### src/rtl/memory_access_stage_pkg.sv
// Shared widths, state encoding and the memory-op decode for the memory access stage.
package memory_access_stage_pkg;

  // Default widths of the data-memory port and the write-back path.
  localparam int ADDR  = 16;
  localparam int W_OPR = 32;
  localparam int W_RD  = 5;

  // Access sequencing: IDLE accepts work, REQ has a request outstanding,
  // DONE holds a completed access while write-back is stalled.
  typedef enum logic [1:0] {
    IDLE = 2'd0,
    REQ  = 2'd1,
    DONE = 2'd2
  } mas_state_e;

  // An instruction needs the data-memory port when it is valid and is a load or store.
  function automatic logic is_mem_op(input logic v, input logic ld, input logic st);
    return v & (ld | st);
  endfunction

endpackage

### src/rtl/memory_access_stage_mem_req_fsm.sv
// Data-memory request sequencer: captures an accepted load/store, drives the
// req/ack handshake, and reports a one-cycle done pulse with the completed
// write-back data when the access can be handed to the output register.
module memory_access_stage_mem_req_fsm #(
  parameter int ADDR  = memory_access_stage_pkg::ADDR,
  parameter int W_OPR = memory_access_stage_pkg::W_OPR,
  parameter int W_RD  = memory_access_stage_pkg::W_RD
) (
  input  logic             clk,
  input  logic             reset,
  input  logic             v_i,
  input  logic             ld_i,
  input  logic             st_i,
  input  logic [ADDR-1:0]  addr_i,
  input  logic [W_OPR-1:0] st_data_i,
  input  logic [W_RD-1:0]  wb_r_i,
  input  logic             stall_i,
  input  logic             mem_ack_i,
  input  logic [W_OPR-1:0] mem_rdata_i,
  output logic             idle,
  output logic             mem_req_o,
  output logic             mem_we_o,
  output logic [ADDR-1:0]  mem_addr_o,
  output logic [W_OPR-1:0] mem_wdata_o,
  output logic             done,
  output logic [W_OPR-1:0] done_result,
  output logic [W_RD-1:0]  done_wb_r,
  output logic             done_wb
);

  import memory_access_stage_pkg::*;

  mas_state_e       state_reg;
  mas_state_e       state_next;
  logic             start;
  logic             ack_stalled;

  logic [ADDR-1:0]  addr_reg;
  logic [W_OPR-1:0] wdata_reg;
  logic             we_reg;
  logic             is_load_reg;
  logic [W_RD-1:0]  wb_r_reg;
  logic [W_OPR-1:0] hold_reg;

  // A memory op is taken only from IDLE and only when write-back is not stalled.
  assign start       = (state_reg == IDLE) & ~stall_i & is_mem_op(v_i, ld_i, st_i);
  assign ack_stalled = (state_reg == REQ) & mem_ack_i & stall_i;

  // State register.
  always_ff @(posedge clk or posedge reset) begin
    if (reset) begin
      state_reg <= IDLE;
    end else begin
      state_reg <= state_next;
    end
  end

  // Next state, done pulse and the completed write-back value.
  always_comb begin
    state_next  = state_reg;
    done        = 1'b0;
    done_result = '0;
    case (state_reg)
      IDLE: begin
        if (start) begin
          state_next = REQ;
        end
      end
      REQ: begin
        if (mem_ack_i) begin
          if (stall_i) begin
            state_next = DONE;
          end else begin
            state_next  = IDLE;
            done        = 1'b1;
            done_result = is_load_reg ? mem_rdata_i : '0;
          end
        end
      end
      DONE: begin
        if (!stall_i) begin
          state_next  = IDLE;
          done        = 1'b1;
          done_result = is_load_reg ? hold_reg : '0;
        end
      end
      default: begin
        state_next = IDLE;
      end
    endcase
  end

  // Request registers: keep address/data/kind stable for the whole access.
  // A store wins when both ld_i and st_i are set.
  always_ff @(posedge clk or posedge reset) begin
    if (reset) begin
      addr_reg    <= '0;
      wdata_reg   <= '0;
      we_reg      <= 1'b0;
      is_load_reg <= 1'b0;
      wb_r_reg    <= '0;
    end else if (start) begin
      addr_reg    <= addr_i;
      wdata_reg   <= st_data_i;
      we_reg      <= st_i;
      is_load_reg <= ~st_i;
      wb_r_reg    <= wb_r_i;
    end
  end

  // Hold register: the read data is only valid during the ack pulse, so keep it
  // when write-back cannot take it yet.
  always_ff @(posedge clk or posedge reset) begin
    if (reset) begin
      hold_reg <= '0;
    end else if (ack_stalled) begin
      hold_reg <= mem_rdata_i;
    end
  end

  assign idle        = (state_reg == IDLE);
  assign mem_req_o   = (state_reg == REQ);
  assign mem_we_o    = we_reg;
  assign mem_addr_o  = addr_reg;
  assign mem_wdata_o = wdata_reg;
  assign done_wb_r   = wb_r_reg;
  assign done_wb     = is_load_reg;

endmodule

### src/rtl/memory_access_stage.sv
// Memory access pipeline stage: passes ALU results straight to write-back with
// one cycle of latency, runs loads/stores through the data-memory handshake, and
// back-pressures execute while an access is in flight.
module memory_access_stage #(
  parameter int ADDR  = memory_access_stage_pkg::ADDR,
  parameter int W_OPR = memory_access_stage_pkg::W_OPR,
  parameter int W_RD  = memory_access_stage_pkg::W_RD
) (
  input  logic             clk,
  input  logic             reset,
  input  logic             v_i,
  input  logic             ld_i,
  input  logic             st_i,
  input  logic [ADDR-1:0]  addr_i,
  input  logic [W_OPR-1:0] st_data_i,
  input  logic [W_OPR-1:0] result_i,
  input  logic [W_RD-1:0]  wb_r_i,
  input  logic             wb_i,
  input  logic             stall_i,
  output logic             stall_o,
  output logic             mem_req_o,
  output logic             mem_we_o,
  output logic [ADDR-1:0]  mem_addr_o,
  output logic [W_OPR-1:0] mem_wdata_o,
  input  logic             mem_ack_i,
  input  logic [W_OPR-1:0] mem_rdata_i,
  output logic             v_o,
  output logic [W_OPR-1:0] result_o,
  output logic [W_RD-1:0]  wb_r_o,
  output logic             wb_o
);

  import memory_access_stage_pkg::*;

  logic             idle;
  logic             done;
  logic [W_OPR-1:0] done_result;
  logic [W_RD-1:0]  done_wb_r;
  logic             done_wb;
  logic             alu_accept;

  logic             v_reg;
  logic             v_next;
  logic [W_OPR-1:0] result_reg;
  logic [W_OPR-1:0] result_next;
  logic [W_RD-1:0]  wb_r_reg;
  logic [W_RD-1:0]  wb_r_next;
  logic             wb_reg;
  logic             wb_next;

  memory_access_stage_mem_req_fsm #(
    .ADDR  (ADDR),
    .W_OPR (W_OPR),
    .W_RD  (W_RD)
  ) u_mem_req_fsm (
    .clk         (clk),
    .reset       (reset),
    .v_i         (v_i),
    .ld_i        (ld_i),
    .st_i        (st_i),
    .addr_i      (addr_i),
    .st_data_i   (st_data_i),
    .wb_r_i      (wb_r_i),
    .stall_i     (stall_i),
    .mem_ack_i   (mem_ack_i),
    .mem_rdata_i (mem_rdata_i),
    .idle        (idle),
    .mem_req_o   (mem_req_o),
    .mem_we_o    (mem_we_o),
    .mem_addr_o  (mem_addr_o),
    .mem_wdata_o (mem_wdata_o),
    .done        (done),
    .done_result (done_result),
    .done_wb_r   (done_wb_r),
    .done_wb     (done_wb)
  );

  // Execute must hold its instruction while downstream stalls or an access is busy.
  assign stall_o    = stall_i | ~idle;
  assign alu_accept = idle & v_i & ~is_mem_op(v_i, ld_i, st_i);

  // Output register next value: completed access, ALU pass-through, or bubble;
  // everything holds while write-back is stalled.
  always_comb begin
    v_next      = v_reg;
    result_next = result_reg;
    wb_r_next   = wb_r_reg;
    wb_next     = wb_reg;
    if (!stall_i) begin
      if (done) begin
        v_next      = 1'b1;
        result_next = done_result;
        wb_r_next   = done_wb_r;
        wb_next     = done_wb;
      end else if (alu_accept) begin
        v_next      = 1'b1;
        result_next = result_i;
        wb_r_next   = wb_r_i;
        wb_next     = wb_i;
      end else begin
        v_next  = 1'b0;
        wb_next = 1'b0;
      end
    end
  end

  // Output register to write-back.
  always_ff @(posedge clk or posedge reset) begin
    if (reset) begin
      v_reg      <= 1'b0;
      result_reg <= '0;
      wb_r_reg   <= '0;
      wb_reg     <= 1'b0;
    end else begin
      v_reg      <= v_next;
      result_reg <= result_next;
      wb_r_reg   <= wb_r_next;
      wb_reg     <= wb_next;
    end
  end

  assign v_o      = v_reg;
  assign result_o = result_reg;
  assign wb_r_o   = wb_r_reg;
  assign wb_o     = wb_reg;

endmodule

### config.mk
export PLATFORM = sky130hd
export DESIGN_NAME = memory_access_stage
export DESIGN_NICKNAME = d
export VERILOG_FILES = /design/src/rtl/memory_access_stage_pkg.sv /design/src/rtl/memory_access_stage_mem_req_fsm.sv /design/src/rtl/memory_access_stage.sv
export SDC_FILE = /design/constraint.sdc
export NUM_CORES = 1
export LEC_CHECK = 0
export ABC_AREA = 1
export CAP_MARGIN = 20
export CORE_MARGIN = 2
export CORE_UTILIZATION = 46
export CTS_CLUSTER_DIAMETER = 200
export DETAILED_ROUTE_END_ITERATION = 10
export GPL_ROUTABILITY_DRIVEN = 0
export GPL_TIMING_DRIVEN = 0
export PLACE_DENSITY = 0.78
export SLEW_MARGIN = 20
export SYNTH_ARGS = -nofsm -noshare
export SYNTH_HDL_FRONTEND = slang
export SYNTH_HIERARCHICAL = 1
export SYNTH_SLANG_ARGS = --single-unit
### constraint.sdc
create_clock -name clk -period 3.4 [get_ports clk]
set_input_delay 0.34 -clock clk [delete_from_list [all_inputs] [get_ports clk]]
set_output_delay 0.34 -clock clk [all_outputs]
set_load 0.01 [all_outputs]
Yosys cells after proc, flatten, opt, wreduce, memory -nomap -nowiden
Cells that the tools add are included.

Bits of input ports: 125. Register bits after elaboration: 128.

Bitwise gates (word level): 13. Multiplexer cells: 20. Reduce and logical (&&, ||, !) cells: 4. Equal/unequal tests: 5.

Operators with widths (number): $mux 32 (5); $pmux 32 s2 (1); $mux 5 (2); $mux 2 (4); $and 1x1->1 (7); $mux 1 (6); $pmux 2 s3 (1); $ne 2x1->1 const B (2); $not 1->1 (4); $reduce_and 3->1 (1); $eq 2x1->1 const B (1); $eq 2x2->1 const B (1); $logic_not 2->1 (1); $ne 2x2->1 const B (1); $or 1x1->1 (2); $pmux 1 s2 (1); $reduce_and 2->1 (1); $reduce_bool 2->1 (1).

Depth between registers and ports, before layout
Gate-level depths: netlist of run 1.

Depth after elaboration: 6. Depth in mapped cells: 12. Depth with buffers taken out: 9.

Modules after synthesis
The synthesis of run 1 kept the hierarchy.

By module, submodules not included: memory_access_stage_mem_req_fsm (seq. area each 2227.1 sq um, area each 4157.7 sq um, cells each 518, times used 1); memory_access_stage (seq. area each 975.9 sq um, area each 2073.2 sq um, cells each 299, times used 1).

Least setup slack after synthesis of run 1
No wires, ideal clock.

Kind: reg2reg. From: register u_mem_req_fsm.state_reg[1]. To: register result_reg[10], in the netlist result_o[10]. Setup slack: 1448 ps. Path buffers: 3. Period minus slack after synthesis: 1952 ps. Stages on the path, launching flop included: 13. Arrival time: 1835 ps. Cell sequence: dfrtp_1 -> inv_1 -> ha_1 -> buf_2 -> nand3_1 -> a21boi_0 -> inv_2 -> buf_4 -> buf_4 -> nand2_1 -> nand2_1 -> nand3_1 -> nand2_1.

Elaborated cells between the ends (all ways): 10. Classes of those cells: eq/ne (2); mux (3); bitwise (2); reduce/logical (3).

RTL lines: from (decl) (RTL line memory_access_stage_mem_req_fsm.sv:33) `mas_state_e state_reg;`; from (signal assigned) (RTL line memory_access_stage_mem_req_fsm.sv:54) `state_reg <= state_next;`; $eq 2x1->1 (*); named net mem_req_o (RTL line memory_access_stage.sv:21) `output logic mem_req_o,`; $pmux 1 s2 (*) (RTL line memory_access_stage_mem_req_fsm.sv:63) `case (state_reg)`; named net done (RTL line memory_access_stage.sv:36) `logic done;`; $reduce_bool 2->1 (no line); $reduce_and 2->1 (no line); to (signal assigned) (RTL line memory_access_stage.sv:116) `result_reg <= result_next;`; to (decl) (RTL line memory_access_stage.sv:44) `logic [W_OPR-1:0] result_reg;`.

Mark *: on every way through the listed nets, which the timed path passes. The rest lies on a longest branch. A chain may end at the register's enable or synchronous reset.

Worst setup path after layout of run 1
From: input port stall_i. To: output port stall_o.

Word-level cells in the longest chain between the ends: 1.

Ends and longest elaborated chain: from (decl) (RTL line memory_access_stage.sv:19) `input logic stall_i,`; $or 1x1->1 (RTL line memory_access_stage.sv:79) `assign stall_o = stall_i | ~idle;`; to (decl) (RTL line memory_access_stage.sv:20) `output logic stall_o,`.

Every way passes these cells.

==> flow_summary.ini, run 1 <==
[yosys]
synthesis.area_um2 = 6230
yosys_register_bits = 128
yosysWarnings = 6
ys_types = 19
async_reset_ff_share_pct = 100
post-synth-top-count-cell = nand2_1
syn_inst = 817
syn-num-nets = 946
avgSynthCellArea_um2 = 7.63
synthFlopType = dfrtp_1
synth_top_area_cell = dfrtp_1
ys_seq_area_share_pct = 51.4
synth_edf_count = 0
yosys-top-cells-area = dfrtp_1, nand2_1, nand3_1
netlist_top_cells_count = nand2_1, dfrtp_1, nand3_1
synth_largest_type_area_fraction_pct = 51.4

[detailed_routing]
drc = 0
num_vias = 6323
drt_iter0_markers = 632
viasPerCell = 5.10
final_antenna_net_count = 0
drt_wl_total_mm = 18.9
wl_per_cell_um = 15.3
first_pass_iters = 5

[timing]
clock_skew_ns = 0.00540
max_slew_margin_pct = 56.9
tightest_slew_ns = 0.646
finalHoldViolCount = 0
fmax_ghz = 0.391
period_share_pct = 75.1
rsz0062_at_grt = no
min_period_ns = 2.55
finalSetupTns_ns = 0
drv_slew = 0
setup-violations-final = 0

[die]
dieArea_um2 = 14500
ios = 215
die_y_um = 120
core_area_um2 = 13200
start_util_pct = 47.1
fp.dieW_um = 120
placementRows = 42

[pwr]
leakage_nw = 4.51
ir_worst_vdd_v = 0.000476
powerDensity_nw_per_um2 = 804
p_total_mw = 7.44

[critical_path]
critPathLaunchType = input pin
worst_ep_required_time_ns = 3.06
worst_setup_path_end_kind = primary output
arrival_ns = 2.21
crit_type = input pin to primary output
path_max_fanout = 10

[layout]
nFillCells = 1114
area_delta_synth_final_pct = 48.6
nets = 1181
layout-drive-gt1-share_pct = 7.89
post_layout_nonfiller_instances = 1240
antenna_cells = 0

[grt]
grt_remaining_overflow = 0
grt_pass1_wl_mm = 30.7
antenna_found_initial = 0
grt_max_degree = 50
grt_pass1_vias = 6092
gr-usage-all-layers_pct = 27.0

[hold_path]
hold_path_class = input pin to asynchronous set/reset pin

[placement]
io_buffer_count = 214
dpl.hpwl_mm = 13.8
dp.cells = 1209

[clocking]
numCtsBuffers = 17
cts-root-buf = clkbuf_16
ctsResizeCount = 0
htree_levels = 4
cts_tree = done
post-cts-setup-buffer-count = 0
cts.sinks = 128
clk_latency_ns = 0.42
cts_hold_buffers = 0
clockBufferDepth = 2
clk_pin_slew_worst_paths_ns = 0.05

[flow_run]
maxCapViolCount = 0

[outcome]
status = finished clean
critical path, cell delays in order:
cell             delay [ns]
clkdlybuf4s50_1        0.70
inv_1                  0.14
buf_2                  0.21
buf_2                  0.19
nand2_1                0.09
clkdlybuf4s50_1        0.54
final cells by class:
cell class	instances	area [um2]	share of cell area [%]
sequential	128	3200	34.6
buffer	62	364	3.93
timing repair buffer	216	2180	23.6
multi-input combinational	612	2610	28.2
tap	176	220	2.38
clock buffer	21	460	4.97
clock inverter	10	160	1.73
inverter	15	58.8	0.635
path summary, 6_finish.rpt:
check	start	to	slack, ns	depth (start not counted)
setup / recovery	stall_i	stall_o	0.85	6
hold / removal	reset	wb_r_o[0]$_DFFE_PP0P_	0.20	2
setup reg to reg	u_mem_req_fsm/state_reg[1]$_DFFE_PP0P_	result_o[17]$_DFFE_PP0P_	1.13	12
hold reg to reg	result_o[3]$_DFFE_PP0P_	result_o[3]$_DFFE_PP0P_	0.47	2
max in group asynchronous	reset	u_mem_req_fsm/mem_addr_o[14]$_DFFE_PP0P_	2.34	3
min in group clk	addr_i[10]	u_mem_req_fsm/mem_addr_o[10]$_DFFE_PP0P_	0.45	3
where the power goes:
part / leakage, nW / internal [mW] / switching, mW / total, mW
Sequential: 1.60 / 2.22 / 0.405 / 2.63
Clock: 0.291 / 1.26 / 0.667 / 1.92
Combinational: 2.62 / 1.44 / 1.45 / 2.89
layout by cell type, fill, tap and decap left out, types with 6 or more instances in the layout:
master,n
a21oi_1,34
buf_2,24
buf_4,15
buf_6,6
clkbuf_1,17
clkbuf_16,17
clkdlybuf4s50_1,214
dfrtp_1,128
inv_1,10
nand2_1,426
nand3_1,105
nand4_1,32
logic make-up (layout without fill, tap and decap cells):
group	Yosys count	after routing	share of synthesized area, %
AND/OR/NAND/NOR	570	570	37.9
flip-flops	128	128	51.4
buffers and inverters	77	324	6.75
AO/OA/AOI/OAI	38	38	3.13
adder cells (fa/ha/maj)	4	4	0.803
routing by layer:
metal	track usage (%)	vias up	routed length, um
li1	-	3087	-
met1	35.0	2897	7930
met2	42.9	313	8960
met3	8.73	26	1710
met4	9.16	0	352
met5	0	-	0
stage by stage:
stage	hold WS, ns	utilization, %	cell area, um2	worst slack [ns]
finish	0.201	69.9	9260	0.845
global route	0.198	69.9	9260	0.758
CTS	0.192	69.9	9260	0.844
detailed placement	0.459	65.2	8640	0.713
global placement	0.455	64.9	8590	-0.752
floorplan	0.443	-	6230	0.753
Note: power is estimated with default switching activity, not from simulation.
==> inputs of run 2 (changes only) <==
==> constraint.sdc (replaced) <==
create_clock -name clk -period 2.5 [get_ports clk]
set_input_delay 0.25 -clock clk [delete_from_list [all_inputs] [get_ports clk]]
set_output_delay 0.25 -clock clk [all_outputs]
set_load 0.01 [all_outputs]
==> run 2 against run 1 <==
  * Sequential cell count unchanged
  * Register-to-register slack worse by 0.77 ns
  * Count of clock-buffer cells in the layout up 2
  * Hold slack worse by 0.077 ns
  * Power up 38%
  * Sequential power up 36%
  * Cell count up 0.24%
  * Clock power up 43%
  * Sequential share of layout area down 0.32 points
  * Via count down 0.76%
  * Non-clock buffer count up 2
  * Die area unchanged
  * Critical endpoint is now result_o[1]$_DFFE_PP0P_
  * Highest routed layer unchanged
==> flow_summary.ini, run 2 (synthesis gave the netlist of run 1 again) <==
[detailed_routing]
viasPerCell = 5.05
drc = 0
final_antenna_net_count = 0
drt_iter0_markers = 503
drt_wl_total_mm = 18.8
first_pass_iters = 5
num_vias = 6275
wl_per_cell_um = 15.1

[critical_path]
crit_type = flip-flop to flip-flop
path_max_fanout = 10
arrival_ns = 2.44
worst_setup_path_end_kind = flip-flop
r2r_slack_ns = 0.36
worst_ep_required_time_ns = 2.80
critPathLaunchType = flip-flop

[timing]
finalSetupTns_ns = 0
period_share_pct = 85.7
min_period_ns = 2.14
final.setup.worst_slack_ns = 0.357
rsz0062_at_grt = no
tightest_slew_ns = 0.513
clock_skew_ns = 0.00704
fmax_ghz = 0.467
finalHoldViolCount = 0
whs_ns = 0.124
setup-violations-final = 0
drv_slew = 0
max_slew_margin_pct = 65.7

[die]
core_area_um2 = 13200
start_util_pct = 47.1
placementRows = 42
dieArea_um2 = 14500
ios = 215
fp.dieW_um = 120
die_y_um = 120

[flow_run]
maxCapViolCount = 0

[layout]
multi_input_area_um2 = 2610
nFillCells = 1088
area_delta_synth_final_pct = 50.0
layout-drive-gt1-share_pct = 8.06
most-common-layout-cells = nand2_1, clkdlybuf4s50_1, dfrtp_1
final_area_um2 = 9340
nets = 1183
layout_commonest_cell = nand2_1
antenna_cells = 0
regArea_um2 = 3200

[clocking]
clockBufferDepth = 2
cts.sinks = 128
clk_latency_ns = 0.42
cts_tree = done
cts_hold_buffers = 0
numCtsBuffers = 17
clk_pin_slew_worst_paths_ns = 0.05
htree_levels = 4
post-cts-setup-buffer-count = 0
cts-root-buf = clkbuf_16

[pwr]
powerDensity_nw_per_um2 = 1100
ir_worst_vdd_v = 0.000674
leakage_nw = 4.56

[grt]
grt_pass1_vias = 6143
antenna_found_initial = 0
gr-usage-all-layers_pct = 26.7
grt_max_degree = 37
grt_pass1_wl_mm = 30.5
grt_remaining_overflow = 0

[placement]
dpl.hpwl_mm = 14.1
placed_area_um2 = 8680
dp_slack_ns = -0.168
io_buffer_count = 214

[outcome]
status = finished clean

[hold_path]
hold_path_class = input pin to asynchronous set/reset pin
## run 2: path summary, 6_finish.rpt
kind	startpoint	to	cells past startpoint
min in group clk	stall_i	v_o$_DFFE_PP0N_	3
worst max register to register	u_mem_req_fsm/state_reg[1]$_DFFE_PP0P_	result_o[1]$_DFFE_PP0P_	12
worst max-delay path	u_mem_req_fsm/state_reg[1]$_DFFE_PP0P_	result_o[1]$_DFFE_PP0P_	12
max in group asynchronous	reset	u_mem_req_fsm/mem_wdata_o[7]$_DFFE_PP0P_	3
worst min register to register	u_mem_req_fsm/hold_reg[1]$_DFFE_PP0P_	u_mem_req_fsm/hold_reg[1]$_DFFE_PP0P_	2
worst min-delay path	reset	wb_r_o[1]$_DFFE_PP0P_	2
## run 2: power by group
group          total [mW]  switching [mW]  leakage, nW  internal [mW]
Clock                2.74           0.890        0.314           1.85
Sequential           3.57           0.547         1.60           3.03
Combinational        3.93            1.97         2.64           1.97
## run 2: layer usage
layer	up-vias	wire length, um	global-route usage [%]
met5	-	0	0
met4	0	558	10.5
met3	46	1730	8.11
met2	286	8720	42.7
met1	2851	7740	34.1
li1	3092	-	-
## run 2: repair_timing
| action | in CTS | in global routing |
|---|---|---|
| endpoints found under the setup margin | 0 | 10 |
| resized for setup | 0 | 2 |
| endpoints found under the hold margin | 0 | 0 |
## run 2: final cells by class
type                       instances  area share [%]
clock buffer                      23            5.12
timing repair buffer             218            23.9
multi-input combinational        612            27.9
clock inverter                     9            1.91
sequential                       128            34.3
tap                              176            2.36
buffer                            62            3.90
inverter                          15           0.643
## run 2: worst max-delay path, cell delays in order (launching register included)
cell and delay, ns:
dfrtp_1 0.39, inv_1 0.11, ha_1 0.17, buf_2 0.20
nand3_1 0.10, a21boi_1 0.35, inv_2 0.07, buf_4 0.18
buf_4 0.17, nand2_1 0.07, nand2_1 0.05, nand3_1 0.09
nand2_1 0.06
## run 2: through the flow
step	total power [mW]	utilization [%]	instances
6_report	10.2	70.6	1243
5_1_grt	10.9	70.6	1243
4_1_cts	10.3	70.5	1243
3_5_place_dp	7.49	65.6	1211
3_3_place_gp	7.37	64.9	1207
2_1_floorplan	5.40	-	817
==> inputs of run 3 (changes only) <==
--- a/config.mk
+++ b/config.mk
@@ -7,11 +7,11 @@
 export LEC_CHECK = 0
 export ABC_AREA = 1
 export CAP_MARGIN = 20
+export CORE_ASPECT_RATIO = 0.8
 export CORE_MARGIN = 2
 export CORE_UTILIZATION = 46
 export CTS_CLUSTER_DIAMETER = 200
 export DETAILED_ROUTE_END_ITERATION = 10
-export GPL_ROUTABILITY_DRIVEN = 0
 export GPL_TIMING_DRIVEN = 0
 export PLACE_DENSITY = 0.78
 export SLEW_MARGIN = 20
==> run 3 against run 2 <==
  * Sequential cell count stayed put
  * Cell count increased by 0.24%
  * Largest power group unchanged
  * Clock power fell by 13%
  * Critical endpoint is now stall_o
  * Global-route usage grew 0.36 points
  * Critical path type is now input pin to primary output
==> flow_summary.ini, run 3 (synthesis gave the netlist of run 1 again) <==
[timing]
rsz0062_at_grt = no
min_period_ns = 2.38
period_share_pct = 95.2
finalHoldViolCount = 0
finalSetupTns_ns = 0
clock_skew_ns = 0.00777
setup-violations-final = 0
fmax_ghz = 0.420
max_slew_margin_pct = 61.9
tightest_slew_ns = 0.572
drv_slew = 0

[grt]
grt_max_degree = 32
gr-usage-all-layers_pct = 27.1
grt_pass1_wl_mm = 30.8
grtUsageMet2_pct = 42.5
gr-usage-met3_pct = 9.28
busiest_layer = met2
grt_pass1_vias = 6140
grt_remaining_overflow = 0
antenna_found_initial = 0
use_met1_pct = 35.8

[critical_path]
path_cells = clkdlybuf4s50_1, inv_1, buf_2, buf_2, nand2_1, clkdlybuf4s50_1
worstRegToRegCells = 10
worst_ep_required_time_ns = 2.25
cp_slowest_cell = clkdlybuf4s50_1
critPathLaunchType = input pin
cp_slowest_stage_delay_ns = 0.69
worst_setup_path_end_kind = primary output
crit_type = input pin to primary output
arrival_ns = 2.13
path_max_fanout = 10

[placement]
gp_congestion = 0.882
io_buffer_count = 214
placed_area_um2 = 8690
dpl.hpwl_mm = 14.3

[clocking]
cts_tree = done
clk_latency_ns = 0.42
clockBufferDepth = 2
htree_levels = 4
post-cts-setup-buffer-count = 0
cts-root-buf = clkbuf_16
cts.sinks = 128
clk_pin_slew_worst_paths_ns = 0.06
numCtsBuffers = 17

[detailed_routing]
final_antenna_net_count = 0
viasPerCell = 5.15
drt_wl_total_mm = 19.2
wl_per_cell_um = 15.4
first_pass_iters = 5
num_vias = 6415
drc = 0
drt_iter0_markers = 449

[die]
dieArea_um2 = 14500
ios = 215
core_area_um2 = 13400
placementRows = 38
start_util_pct = 46.5
die_y_um = 108
fp.dieW_um = 134

[flow_run]
maxCapViolCount = 0

[hold_path]
hold_path_class = input pin to asynchronous set/reset pin

[layout]
regArea_um2 = 3200
nets = 1183
layout_commonest_cell = nand2_1
antenna_cells = 0
multi_input_area_um2 = 2610
area_delta_synth_final_pct = 48.6
most-common-layout-cells = nand2_1, clkdlybuf4s50_1, dfrtp_1
layout-drive-gt1-share_pct = 8.26
nFillCells = 1121
final_area_um2 = 9260

[outcome]
status = finished clean

[pwr]
powerDensity_nw_per_um2 = 1070
ir_worst_vdd_v = 0.000711
leakage_nw = 4.49
## run 3: cell count changes in the layout (fill, tap and decap cells not counted), moves of 2 or more
cell        previous run  this run
clkinvlp_4             3         8
clkbuf_8               3         0
bufinv_16              5         2
clkbuf_1              18        15
clkinv_2               1         3
## run 3: metrics by stage
| step | setup slack (ns) | power, mW | hold slack, ns | std cells | utilization [%] |
|---|---|---|---|---|---|
| floorplan | 0.548 | 5.40 | 0.359 | 817 | - |
| global placement | -0.0811 | 7.39 | 0.454 | 1211 | 64.2 |
| detailed placement | -0.123 | 7.52 | 0.459 | 1215 | 64.8 |
| CTS | 0.119 | 9.94 | 0.167 | 1246 | 69.1 |
| global route | 0.0329 | 10.5 | 0.176 | 1246 | 69.1 |
| finish | 0.119 | 9.93 | 0.163 | 1246 | 69.1 |
## run 3: final cells by class
class	count	share of cell area, %
inverters	15	0.649
clock inverters	14	1.57
flip-flops and latches	128	34.6
well taps	180	2.43
plain buffers	62	3.93
clock buffers	17	4.59
repair buffers	218	24.1
multi-input cells	612	28.2
## run 3: worst paths after layout
path | slack [ns] | to | start
max | 0.12 | stall_o | stall_i
min | 0.16 | wb_r_o[0]$_DFFE_PP0P_ | reset
max reg2reg | 0.32 | result_o[15]$_DFFE_PP0P_ | u_mem_req_fsm/state_reg[1]$_DFFE_PP0P_
min reg2reg | 0.47 | result_o[22]$_DFFE_PP0P_ | result_o[22]$_DFFE_PP0P_
max in group asynchronous | 1.81 | u_mem_req_fsm/mem_wdata_o[11]$_DFFE_PP0P_ | reset
min in group clk | 0.36 | u_mem_req_fsm/mem_wdata_o[24]$_DFFE_PP0P_ | st_data_i[24]
## run 3: power by group
group          total, mW  internal [mW]  switching [mW]
combinational       3.95           1.97            1.98
sequential          3.60           3.03           0.571
clock               2.38           1.45           0.929
total               9.93           6.45            3.48
## run 3: critical path, delay by kind of cell
family        cells  cell delay, ns
buf+inv           5            1.78
simple gates      1            0.10
## run 3: what timing repair did
item,CTS,global route
resized for setup,0,1
hold buffers,0,0
endpoints found under the setup margin,0,19
## run 3: layer usage
layer  wire [um]  vias to the layer above
li1            -                     3089
met1        8070                     2930
met2        8630                      369
met3        2220                       27
met4         287                        0
met5           0                        -
==> RTL change 1 (config.mk and constraints of run 3) <==
Take the reset off `result_reg` and load it in a clocked block of its own.
--- a/src/rtl/memory_access_stage.sv
+++ b/src/rtl/memory_access_stage.sv
@@ -110,3 +110,2 @@
       v_reg      <= 1'b0;
-      result_reg <= '0;
       wb_r_reg   <= '0;
@@ -115,3 +114,2 @@
       v_reg      <= v_next;
-      result_reg <= result_next;
       wb_r_reg   <= wb_r_next;
@@ -119,2 +117,6 @@
     end
+  end
+
+  always_ff @(posedge clk) begin
+    result_reg <= result_next;
   end
Check against the original RTL: not equivalent (Yosys sat finds a counterexample within 4 cycles, from zero or initial values and one cycle with reset high).
==> RTL change 1 against run 3 <==
Register-to-register slack worse by 0.07 ns. Cell area decreased by 3.1%. Global-route usage hardly changed. Area after synthesis shrank 5.3%. Setup slack improved by 0.11 ns. Combinational power decreased by 19%. Clock skew up 0.0027 ns. Wire length decreased by 7.0%. Power decreased by 8.9%. Sequential cell count unchanged. Largest cell class unchanged.
==> RTL change 1: results (changes against run 3) <==
met3 Use GR=9.44% (+0.16 points); die area=13,800 um2 (-5.1%); Non-CTS buffers=269 (-3.9%); FF-to-FF path depth=10 (unchanged); Adder-Cell Fraction of Synth Area=0.848% (+0.045 points); Peak supply drop=0.662 mV (-6.9%); drt first pass iters=6 (+1); Synth Area in XOR/XNOR=0% (unchanged); Synth Area in Compound Gates=3.31% (+0.17 points); fraction of area in multi-input gates=24.7% (-3.5 points); sequential area share after synthesis=57.0% (+5.6 points); Detail Placement HPWL=12,000 um (-16%); wire length on met3=1840 um (-17%); CTS Root Cell=clkbuf_16; Signal buf overhead=28.0% (about the same); drt total wl=17,900 um (-7.0%); GR Util All Layers=27.1% (about the same); EDFF count, synth=32 (+32); number of gates resized after CTS=3 (+3); r2r setup slk=0.25 ns (-0.07 ns); multi-input gates=516 (-16%); post-CTS setup buffers=3 (+3); first-pass GRT wire length=29,000 um (-5.7%); nets=1,078 (-8.9%); clkbuf count=23 (+6); vias in the first global route=5,862 (-4.5%); post-synthesis net count=839 (-11%); Leak=4.10 nW (-8.7%); sequential share of cell area=37.5% (+2.9 points); M2 GR Usage=42.9% (+0.48 points); fin crit period=2.27 ns (-0.107 ns); Async SR Flop Fraction=75.0% (-25 points); number of fillers in the final layout=949 (-15%); wire length on met2=8360 um (-3.1%); Netlist cell types=20 (+1); clk_skew=0.0105 ns (+0.00274 ns); R2R Path End=result_o[17]; layout overhead on the synthesized area=52.1%; layout cells sized above 1=8.32% (+0.070 points); 1st-iter DRT viols=556 (+24%); Post-synth top cells=362 x nand2_1, 96 x dfrtp_1, 73 x nand3_1; Rel. slew slack=54.4% (-7.5 points); top post-synthesis cells by area=dfrtp_1 41%, nand2_1 23%, edfxtp_1 16%, nand3_1 6.2%, nand4_1 3.4%; Clock-cell share=6.64% (+0.47 points); status=complete, no violations; GR Util met1=35.3% (-0.55 points); Syn Area/Cell=8.31 um2 (+9.0%); Routed WL per cell=15.8 um (+2.4%); R2R Path Start=u_mem_req_fsm/state_reg[1]; mux share of post-synthesis cell area=0% (unchanged); gp weighted congestion=0.880 (-0.22%); M1 wire length=7300 um (-9.5%); pre-CTS WS=-0.805 ns (-0.683 ns); hold slack final=0.159 ns (-0.00377 ns); CP Data Arrival Time=2.40 ns (+0.27 ns); Logic inverters=17 (+2)
RTL change 1: where the power goes:
part / switching, W / leakage [nW] / internal (W) / total, W
combinational: 0.00167 / 2.33 / 0.00154 / 0.00321
sequential: 0.000421 / 1.49 / 0.00295 / 0.00337
clock: 0.000894 / 0.290 / 0.00156 / 0.00246
total: 0.00299 / 4.10 / 0.00605 / 0.00904
RTL change 1: through the flow:
stage	total power, W	setup TNS (ns)	util (%)
after detailed placement	0.00650	-34.79	67.3
after floorplan	0.00486	0	-
after global routing	0.00958	0	72.7
final	0.00904	0	72.7
after CTS	0.00907	0	72.7
after global placement	0.00644	-38.84	67.0
RTL change 1: worst max-delay path: stages:
cell,delay (ns)
clkdlybuf4s50_1,0.62
inv_1,0.17
buf_2,0.24
nand3_1,0.11
a21boi_2,0.29
inv_2,0.08
nand2_2,0.14
nand2_2,0.18
clkinvlp_4,0.18
buf_12,0.13
==> RTL change 2 (settings of run 3) <==
Without the edit above. Change the package constant `W_OPR` from 32 to 16.
--- a/src/rtl/memory_access_stage_pkg.sv
+++ b/src/rtl/memory_access_stage_pkg.sv
@@ -5,3 +5,3 @@
   localparam int ADDR  = 16;
-  localparam int W_OPR = 32;
+  localparam int W_OPR = 16;
   localparam int W_RD  = 5;
Interface: changed (5 resized); port bits go from 215 to 135. The function was not compared with the original's and may differ.
==> RTL change 2 against run 3 <==
Area after synthesis fell by 38%. Global-route usage is 2.0 points lower. Cell area fell by 40%. Sequential share of layout area up 1.5 points. Wire length down 43%. Sequential cell count is 48 lower. Power decreased by 43%. Setup slack gained 0.028 ns. Maximum frequency grew 1.2%. Critical endpoint unchanged. Largest cell class unchanged.
==> RTL change 2: results (changes against run 3) <==
status=complete, no violations; Setup crit start=stall_i; maximum clock frequency=0.425 GHz (+1.2%); initial antenna violation count=1 (+1); Routed WL per cell=14.6 um (-5.3%); Rel. slew slack=42.3% (-20 points); nets=724 (-39%); Synth Area in Compound Gates=3.00% (-0.13 points); wire length on met3=1350 um (-39%); clk_skew=0.00673 ns (-0.00103 ns); pre-CTS WS=0.0622 ns (+0.185 ns); clock latency on the worst-skew pair=0.34 ns (-0.08 ns); first-pass GRT wire length=18,200 um (-41%); sequential area share after synthesis=52.2% (+0.78 points); Adder-Cell Fraction of Synth Area=1.30% (+0.50 points); CTS Root Cell=clkbuf_8; wire length on met2=4930 um (-43%); GR Util met1=31.5% (-4.3 points); Avg Vias per Cell=5.12 (-0.52%); Post-synth top cells=266 x nand2_1, 80 x dfrtp_1, 57 x nand3_1; Num CTS Buffers=9 (-8); Detail Placement HPWL=8060 um (-44%); 1st-iter DRT viols=212 (-53%); Worst-path clk slew=0.08 ns (+0.02 ns); GR Util All Layers=25.1% (-2.0 points); r2r setup slk=0.22 ns (-0.10 ns); Flop pwr share=39.0% (+2.8 points); gp weighted congestion=0.891 (+1.0%); IO Port Bufs=133 (-38%); met3 Use GR=11.1% (+1.8 points); top post-synthesis cells by area=dfrtp_1 52%, nand2_1 26%, nand3_1 7.4%, buf_2 2.9%, nand4_1 2.6%; vias in the first global route=3,801 (-38%); post-synthesis net count=579 (-39%); R2R Path End=result_o[14]; Setup crit end=stall_o; largest net degree at the start of global routing=49 (+53%); Peak supply drop=0.607 mV (-15%); FF-to-FF path depth=11 (+1); layout cells sized above 1=7.88% (-0.37 points)
RTL change 2: through the flow:
step	instance area, um2	total power [W]	hold slack [ns]	std cells	utilization [%]
global route	5540	0.00609	0.195	755	69.1
global placement	5300	0.00460	0.455	739	66.1
floorplan	3840	0.00337	0.252	498	-
CTS	5540	0.00573	0.186	755	69.1
finish	5540	0.00570	0.188	755	69.1
detailed placement	5330	0.00468	0.460	740	66.5
RTL change 2: layout make-up:
| class | count | area (um2) | area share [%] |
|---|---|---|---|
| sequential | 80 | 2000 | 36.1 |
| multi-input combinational | 372 | 1590 | 28.8 |
| timing repair buffer | 134 | 1360 | 24.5 |
| buffer | 31 | 181 | 3.27 |
| tap | 108 | 135 | 2.44 |
| clock buffer | 10 | 128 | 2.30 |
| clock inverter | 5 | 81.3 | 1.47 |
| inverter | 15 | 61.3 | 1.11 |
RTL change 2: worst max-delay path, stage by stage:
cell	delay (ns)
clkdlybuf4s50_1	0.55
inv_1	0.22
clkbuf_1	0.42
nand2_1	0.11
clkdlybuf4s50_1	0.54
